==> config.mk <==
export PLATFORM = sky130hd
export DESIGN_NAME = dispense_order_sequencer
export DESIGN_NICKNAME = d
export VERILOG_FILES = /design/src/rtl/dispense_order_sequencer.sv
export SDC_FILE = /design/constraint.sdc
export NUM_CORES = 1
export LEC_CHECK = 0
export ABC_AREA = 1
export BUFFER_PORTS_ARGS = -buffer_cell sky130_fd_sc_hd__buf_2
export CORE_MARGIN = 2
export CORE_UTILIZATION = 54
export DETAILED_ROUTE_END_ITERATION = 6
export PLACE_DENSITY = 0.77
export REMOVE_ABC_BUFFERS = 1
export SYNTH_ARGS = -nofsm -noshare
export SYNTH_HDL_FRONTEND = slang
export SYNTH_SLANG_ARGS = --single-unit
export TNS_END_PERCENT = 30
==> constraint.sdc <==
create_clock -name clk -period 2.21 [get_ports clk]
set_clock_uncertainty 0.2 [all_clocks]
set_input_delay 0.663 -clock clk [delete_from_list [all_inputs] [get_ports clk]]
set_output_delay 0.663 -clock clk [all_outputs]
set_load 0.02 [all_outputs]
==> src/rtl/dispense_order_sequencer.sv <==
// dispense_order_sequencer: accepts one snack order and steps through the slots
// in order, one start_dispense/busy handshake per nonzero slot, then reports
// completion or error (ack/run timeout, abort) upstream.
module dispense_order_sequencer #(
  parameter int unsigned N_SLOTS         = 4,
  parameter int unsigned ACK_TIMEOUT_CYC = 1024,
  parameter int unsigned RUN_TIMEOUT_CYC = 600000000,
  localparam int unsigned SLOT_W = (N_SLOTS > 1) ? $clog2(N_SLOTS) : 1,
  localparam int unsigned CNT_W  = 3
) (
  input  logic                       clk,
  input  logic                       rst,
  input  logic                       order_valid_i,
  output logic                       order_ready_o,
  input  logic [CNT_W*N_SLOTS-1:0]   order_counts_i,
  input  logic                       order_abort_i,
  output logic [N_SLOTS-1:0]         start_dispense_o,
  output logic [CNT_W-1:0]           dispense_count_o,
  input  logic [N_SLOTS-1:0]         disp_busy_i,
  output logic [SLOT_W-1:0]          active_slot_o,
  output logic                       busy_o,
  output logic                       order_done_o,
  output logic                       order_error_o,
  output logic [SLOT_W-1:0]          error_slot_o
);

  localparam int unsigned TMR_W = 32;
  // The start pulse cycle counts as the first cycle of the ack window, so the
  // last ACK cycle allowed to decide is two short of the window length.
  localparam logic [TMR_W-1:0] ACK_LIMIT = TMR_W'(ACK_TIMEOUT_CYC - 2);
  localparam logic [TMR_W-1:0] RUN_LIMIT = TMR_W'(RUN_TIMEOUT_CYC - 1);
  localparam logic [TMR_W-1:0] TMR_MAX   = '1;

  typedef enum logic [2:0] {
    S_IDLE, S_SCAN, S_START, S_ACK, S_RUN, S_NEXT, S_DONE, S_ERR
  } state_e;

  state_e                     state_q, state_d;
  logic [CNT_W*N_SLOTS-1:0]   counts_q, counts_d;
  logic [SLOT_W-1:0]          slot_q, slot_d;
  logic [TMR_W-1:0]           timer_q, timer_d;
  logic [N_SLOTS-1:0]         start_q, start_d;
  logic [CNT_W-1:0]           cnt_q, cnt_d;
  logic [SLOT_W-1:0]          err_slot_q, err_slot_d;
  logic                       ready_q, ready_d;
  logic                       busy_q, busy_d;
  logic                       done_q, done_d;
  logic                       error_q, error_d;

  logic [CNT_W-1:0]           slot_cnt [N_SLOTS];
  logic [CNT_W-1:0]           cur_cnt;
  logic                       cur_busy;
  logic                       last_slot;
  logic [N_SLOTS-1:0]         slot_onehot;
  logic [TMR_W-1:0]           timer_inc;
  logic                       ack_expired;
  logic                       run_expired;

  // Split the latched order into per-slot counts.
  for (genvar g = 0; g < N_SLOTS; g++) begin : g_cnt
    assign slot_cnt[g] = counts_q[CNT_W*g +: CNT_W];
  end

  // Per-slot helpers derived from registered state; only the active slot's busy is observed.
  always_comb begin
    cur_cnt     = slot_cnt[slot_q];
    cur_busy    = disp_busy_i[slot_q];
    last_slot   = (slot_q == SLOT_W'(N_SLOTS - 1));
    slot_onehot = N_SLOTS'(1) << slot_q;
    timer_inc   = (timer_q == TMR_MAX) ? timer_q : timer_q + TMR_W'(1);
    ack_expired = (timer_q >= ACK_LIMIT);
    run_expired = (timer_q >= RUN_LIMIT);
  end

  // Next-state and next-output logic.
  always_comb begin
    state_d    = state_q;
    counts_d   = counts_q;
    slot_d     = slot_q;
    timer_d    = timer_q;
    start_d    = '0;
    cnt_d      = '0;
    err_slot_d = err_slot_q;

    unique case (state_q)
      S_IDLE: begin
        if (order_valid_i) begin
          counts_d = order_counts_i;
          slot_d   = '0;
          state_d  = S_SCAN;
        end
      end
      S_SCAN: begin
        if (order_abort_i) begin
          state_d = S_ERR;
        end else if (cur_cnt == '0) begin
          if (last_slot) state_d = S_DONE;
          else           slot_d  = slot_q + SLOT_W'(1);
        end else begin
          state_d = S_START;
          // Issue the pulse on entry when the controller is already free.
          if (!cur_busy) begin
            start_d = slot_onehot;
            cnt_d   = cur_cnt;
          end
        end
      end
      S_START: begin
        timer_d = timer_inc;
        if (order_abort_i) begin
          state_d = S_ERR;
        end else if (start_q != '0) begin
          state_d = S_ACK;
        end else if (run_expired) begin
          state_d = S_ERR;
        end else if (!cur_busy) begin
          start_d = slot_onehot;
          cnt_d   = cur_cnt;
        end
      end
      S_ACK: begin
        timer_d = timer_inc;
        if (order_abort_i)    state_d = S_ERR;
        else if (cur_busy)    state_d = S_RUN;
        else if (ack_expired) state_d = S_ERR;
      end
      S_RUN: begin
        timer_d = timer_inc;
        if (order_abort_i)    state_d = S_ERR;
        else if (!cur_busy)   state_d = S_NEXT;
        else if (run_expired) state_d = S_ERR;
      end
      S_NEXT: begin
        if (order_abort_i) begin
          state_d = S_ERR;
        end else if (last_slot) begin
          state_d = S_DONE;
        end else begin
          slot_d  = slot_q + SLOT_W'(1);
          state_d = S_SCAN;
        end
      end
      S_DONE:  state_d = S_IDLE;
      S_ERR:   state_d = S_IDLE;
      default: state_d = S_IDLE;
    endcase

    if (state_d != state_q) timer_d = '0;
    if (state_d == S_ERR)   err_slot_d = slot_q;
  end

  // Status flags registered from the next state so they line up with it.
  always_comb begin
    ready_d = (state_d == S_IDLE);
    busy_d  = (state_d != S_IDLE);
    done_d  = (state_d == S_DONE);
    error_d = (state_d == S_ERR);
  end

  // State and output registers.
  always_ff @(posedge clk or posedge rst) begin
    if (rst) begin
      state_q    <= S_IDLE;
      counts_q   <= '0;
      slot_q     <= '0;
      timer_q    <= '0;
      start_q    <= '0;
      cnt_q      <= '0;
      err_slot_q <= '0;
      ready_q    <= 1'b1;
      busy_q     <= 1'b0;
      done_q     <= 1'b0;
      error_q    <= 1'b0;
    end else begin
      state_q    <= state_d;
      counts_q   <= counts_d;
      slot_q     <= slot_d;
      timer_q    <= timer_d;
      start_q    <= start_d;
      cnt_q      <= cnt_d;
      err_slot_q <= err_slot_d;
      ready_q    <= ready_d;
      busy_q     <= busy_d;
      done_q     <= done_d;
      error_q    <= error_d;
    end
  end

  assign order_ready_o    = ready_q;
  assign start_dispense_o = start_q;
  assign dispense_count_o = cnt_q;
  assign active_slot_o    = slot_q;
  assign busy_o           = busy_q;
  assign order_done_o     = done_q;
  assign order_error_o    = error_q;
  assign error_slot_o     = err_slot_q;

endmodule

# == After elaboration in Yosys (flattened, before gate mapping) ==
# Index checks and enable logic that the tools add are counted.
# classes
eq_ne,17
bitwise_logic,1
n_addsub,2
n_shift,1
n_mux,43
magnitude_cmp,4
reduce_logical,12
# ops
op,count
32-bit two-way mux,3
3-bit two-way mux,22
32-bit by 1-bit adder with 32-bit output (second input constant),1
32-bit equality test (second input constant),1
32-bit by 10-bit greater-or-equal comparator with 1-bit output (second input constant),1
32-bit by 30-bit greater-or-equal comparator with 1-bit output (second input constant),1
4-bit two-way mux,6
3-bit one-hot mux with 7 select lines,1
3-bit equality test (second input constant),6
2-bit two-way mux,5
3-bit zero test,3
2-bit inequality test (second input constant),4
4-bit one-hot mux with 2 select lines,1
3-bit binary-select mux with 2-bit select,1
3-bit by 2-bit equality test with 1-bit output (second input constant),2
2-bit one-hot mux with 3 select lines,1
3-bit one-hot mux with 2 select lines,1
3-bit nonzero test,2
5-bit AND reduction,1
2-bit AND reduction,2
4-bit nonzero test,1
1-bit by 2-bit left shift with 4-bit output (first input constant),1
3-bit by 1-bit equality test with 1-bit output (second input constant),1
3-bit greater-or-equal comparator (second input constant),1
other kinds (11),11
# word_totals
input_bits,20
ff_bits,62
word_cells,91
out_inout_bits,15

# == Logic depth before layout (Yosys ltp) ==
# depth
depth_word,11
mapped_depth,18
mapped_depth_nobuf,16

# == Worst setup path after synthesis ==
# Ideal clock, no wire load.
# synth_path
kind,register to register
from,reg slot_q[0] (netlist: active_slot_o[0])
to,reg timer_q[11]
n_path_buf,3
t_required_ns,1.930
slack_ns,-0.089
setup_time_ns,0.080
synth_period_minus_slack_ns,2.299
path_stages_with_launch,18
arrival_time_ns,2.019
path_cell_list,dfrtp_1 buf_6 inv_4 buf_6 nand2_1 nand3_1 nand2_1 nand3_2 nand2_2 nand2_2 nor2_4 nand2_4 nand2_2 nand3_2 nor2_4 nand2_4 buf_6 nor3_4
# synth_between
elab_chain_len,11
word_cells_on_any_way,23
classes_between,eq/ne (3); mux (16); bitwise (1); reduce/logical (3)
# synth_rtl
element,line_no,source
start: declaration,40,"logic [SLOT_W-1:0] slot_q, slot_d;"
start signal: assignment,177,slot_q <= slot_d;
2-bit inverter with 3-bit output (implied by the code),66,cur_cnt = slot_cnt[slot_q];
3-bit binary-select mux with 2-bit select,66,
3-bit two-way mux (implied by the code) (2 in a row),66,
3-bit zero test,96,end else if (cur_cnt == '0) begin
3-bit two-way mux,96,
3-bit two-way mux,94,if (order_abort_i) begin
3-bit one-hot mux with 7 select lines *,85,unique case (state_q)
net state_d[1],38,"state_e state_q, state_d;"
3-bit inequality test *,148,if (state_d != state_q) timer_d = '0;
2-bit by 1-bit inequality test with 1-bit output (no line) or 2-bit nonzero test (tied branches),--,
2-bit AND reduction (no line),--,
end signal: assignment,178,timer_q <= timer_d;
end: declaration,41,"logic [TMR_W-1:0] timer_q, timer_d;"
# Mark *: on every way through the listed nets, which the timed path passes. The rest lies on a longest branch. The select of a mux whose other input is x is not followed.
# A chain may end at the register's enable or synchronous reset.

# == Final worst setup path ==
# layout_path
from,reg timer_q[0]
to,reg timer_q[26]
# layout_between
elab_chain_len,8
word_cells_on_any_way,20
classes_between,add/sub (1); order compare (2); eq/ne (3); mux (12); reduce/logical (2)
# layout_rtl
element,line_no
32-bit by 30-bit greater-or-equal comparator with 1-bit output or 32-bit by 10-bit greater-or-equal comparator with 1-bit output (tied branches),"72, 71"
3-bit two-way mux (on tied branches),"114, 131, 125"
3-bit two-way mux (on tied branches),"130, 112, 124"
3-bit two-way mux (on tied branches),"129, 110, 123"
3-bit one-hot mux with 7 select lines,85
3-bit inequality test,148
2-bit by 1-bit inequality test with 1-bit output (no line) or 2-bit nonzero test (tied branches),--
2-bit AND reduction (no line),--
# Several ways; a longest one is shown, not always the timed one. The select of a mux whose other input is x is not followed.

==> summary.txt <==
Final layout
  – Fillers: 400
  – Fraction of layout cells with a size suffix above 1: 41.9%
  – Final Cell Area: 5200 um2
  – Post-layout nets: 635
  – Syn-to-layout area delta: 39.5%
  – Diode count: 0
  – Final Util: 77.3%

Clock tree
  – Hold buffers post-CTS: 0
  – CTS Sinks: 62
  – Clock tree from TritonCTS: yes
  – Clock transition at path regs: 0.08 ns
  – Worst-case clock buffer depth: 2
  – Clock latency at the later pin of the worst-skew pair: 0.36 ns
  – Clk Tree Root Cell: clkbuf_8
  – H-Tree Depth: 3
  – TritonCTS buffer count: 9

Yosys
  – Syn Inst Count: 482
  – Synthesis warning total: 0
  – Most used DFF post-synth: dfrtp_1
  – Largest family of logic cells by synthesized area: simple AND/OR/NAND/NOR gates
  – Post-Synth XOR/XNOR Area: 3.06%
  – Post-synthesis compound-gate area fraction: 4.54%
  – Synth async-reset ratio: 100%
  – Sequential share of the synthesized area: 41.7%
  – Mapped Area: 3720 um2
  – Mux share of post-synthesis cell area: 3.63%
  – Average size of a mapped cell: 7.73 um2
  – Synth cell types: 36
  – Adder-Cell Fraction of Synth Area: 2.02%
  – Number of synthesized flops with an enable pin: 0
  – Post-Synth Simple-Gate Area: 36.5%
  – Seq cells post-synth: 62

Outcome
  – Failing checks: negative setup slack
  – Outcome: finished with violations

Floorplanning
  – # IOs: 35
  – Core area: 6720 um2
  – Die H: 87.0 um
  – Die X: 87.0 um
  – Full die area: 7580 um2
  – FP Rows: 30
  – Initial core utilization: 55.4%

Critical path
  – Max stage delay cell, worst path: dfrtp_1
  – Worst Setup End Kind: flip-flop
  – Worst setup SP type: flip-flop
  – Worst EP arrival: 2.52 ns
  – Critical Path RT: 2.25 ns
  – CP cell instances: ha_2, nand3_4, inv_2, nand2_2, nor2_4, nand2_2, buf_4, nor3_2, nand3_1, nor3_2, xor2_1, nor2_2
  – Critical setup path kind: flip-flop to flip-flop
  – CP Max Fanout: 3
  – Worst path max stage delay: 0.44 ns

Global route
  – Largest net degree at the start of global routing: 63
  – Global route overflow: 0
  – Initial antenna violation count: 0
  – Vias in the first global route: 3629
  – Tot GR Track Use: 26.5%
  – First-pass GRT wire length: 15800 um

STA
  – Unrepaired setup endpoints after global routing: true
  – Setup violations, final: 38
  – Tmin final: 2.48 ns
  – Worst Tran Pin Value: 0.476 ns
  – Final Max Slew Viols: 0
  – Worst slew margin: 67.9%
  – Post-route setup slack: -0.265 ns
  – Final Cycle Share: 112%
  – Hold Vio Cnt, Final: 0
  – Max Freq: 404 MHz
  – Fin Setup TNS: -5.22 ns

Route
  – Avg WL per Cell: 17.1 um
  – Initial DRT Pass Iterations: 5
  – Initial DRC Count: 305
  – DR vias: 4029
  – Vias per inst: 5.81
  – Final wirelength: 11900 um
  – DRC viols: 0
  – ANT nets after route: 0

Placed design
  – Port-buffer cells: 34
  – Post-DP Area: 4550 um2
  – Pre-CTS setup slack: -0.161 ns
  – Gpl congestion: 0.922
  – DP HPWL: 6640 um

Power and ir drop
  – Peak VDD IR: 964 uV
  – Leakage: 2.54 nW
  – Overall power: 6.38 mW
  – PD cells: 1230 nW/um2

Job
  – Max_cap viols: 0

Worst hold path
  – Hold Path Class: input pin to asynchronous set/reset pin
-- cell families after synthesis --
group	after synthesis
AOI/OAI and AO/OA	30
xor gates and xnor gates	13
adders and majority gates	6
buffers and inverters	73
DFF	62
muxes	12
and+or+nand+nor	286
-- cell type report --
cell class | count | area (um2) | share of cell area, %
Timing Repair Buffer | 125 | 952 | 18.3
Inverter | 64 | 245 | 4.72
Sequential cell | 62 | 1560 | 29.9
Clock buffer | 10 | 128 | 2.46
Tap cell | 80 | 100 | 1.93
Multi-Input combinational cell | 347 | 2130 | 41.0
Clock inverter | 6 | 86.3 | 1.66
-- power breakdown --
group,leakage (nW),total (mW),switching [mW],internal [mW]
registers,0.822,1.54,0.181,1.36
clock network,0.106,1.13,0.496,0.633
logic,1.61,3.70,2.07,1.64
-- Yosys cell counts, types with 2 or more instances --
cell,count,area share [%]
buf_6,5,1.5
nor2_1,78,7.9
xor2_1,11,2.6
xnor2_1,2,0.47
nand3_1,35,4.7
nor3_2,11,3.0
nand3b_1,4,0.81
a21oi_2,3,0.71
buf_2,3,0.40
nand4_1,11,1.8
o21bai_1,2,0.40
nand2_1,105,11
nor3_1,18,2.4
nand2_4,3,0.91
dfrtp_1,61,41
inv_2,2,0.20
nand3_2,2,0.54
nor2_4,3,0.91
mux2_2,12,3.6
nor2_2,6,1.0
inv_1,61,6.1
ha_1,6,2.0
nand2_2,4,0.67
a21oi_1,9,1.2
o21ai_0,13,1.7
o22ai_1,2,0.34
-- worst paths after layout --
kind                                                   from                     endpoint  slack [ns]  cells past startpoint
min in group clk                error_slot_o[1]$_DFFE_PP0P_  error_slot_o[1]$_DFFE_PP0P_        0.31                      2
worst min-delay path                                    rst      counts_q[6]$_DFFE_PP0P_        0.16                      3
worst min register to register  error_slot_o[1]$_DFFE_PP0P_  error_slot_o[1]$_DFFE_PP0P_        0.31                      2
max in group asynchronous                               rst      order_ready_o$_DFF_PP1_        1.33                      3
worst max-delay path                 timer_q[0]$_DFFE_PP0P_      timer_q[26]$_DFFE_PP0P_       -0.27                     12
worst max register to register       timer_q[0]$_DFFE_PP0P_      timer_q[26]$_DFFE_PP0P_       -0.27                     12
-- worst max-delay path, delay by kind of cell, from the launching register on --
kind	cells	cell delay [ns]
flops	1	0.44
xor+xnor	1	0.23
buf+inv	2	0.24
fa+ha+maj	1	0.25
simple gates	8	1.01
-- routing by layer --
| metal | global-route usage, % | vias up | routed length [um] |
|---|---|---|---|
| met2 | 45.6 | 223 | 6130 |
| met5 | 0 | - | 0 |
| met4 | 11.9 | 0 | 512 |
| met1 | 32.2 | 1953 | 4510 |
| li1 | - | 1792 | - |
| met3 | 4.83 | 61 | 735 |
-- timing repair --
action | CTS | global route
pin swaps | 10 | 28
gates resized for setup | 23 | 66
cloned | 0 | 2
endpoints found under the setup margin | 38 | 42
buffers inserted | 1 | 9
-- per-stage QoR --
step / hold WS [ns] / instances
2_1_floorplan: 0.280 / 473
3_3_place_gp: 0.266 / 666
3_5_place_dp: 0.301 / 666
4_1_cts: 0.179 / 683
5_1_grt: 0.207 / 694
6_report: 0.164 / 694
-- placed cells by master, fill, tap and decap left out, types with 15 or more instances in the layout --
master / instances
nor3_2: 15
nand2_2: 18
dfrtp_1: 59
buf_4: 80
buf_2: 34
nand2_1: 88
nor2_2: 21
nand3_1: 25
inv_1: 56
nor2_1: 59
-- state kept, by name, indices dropped and copies added (netlist names) --
register / count
state_q: 3
order_error_o: 1
busy_o: 1
start_dispense_o: 4
active_slot_o: 2
dispense_count_o: 3
error_slot_o: 2
order_ready_o: 1
counts_q: 12
timer_q: 32
order_done_o: 1
Note: power is estimated with default switching activity, not from simulation.
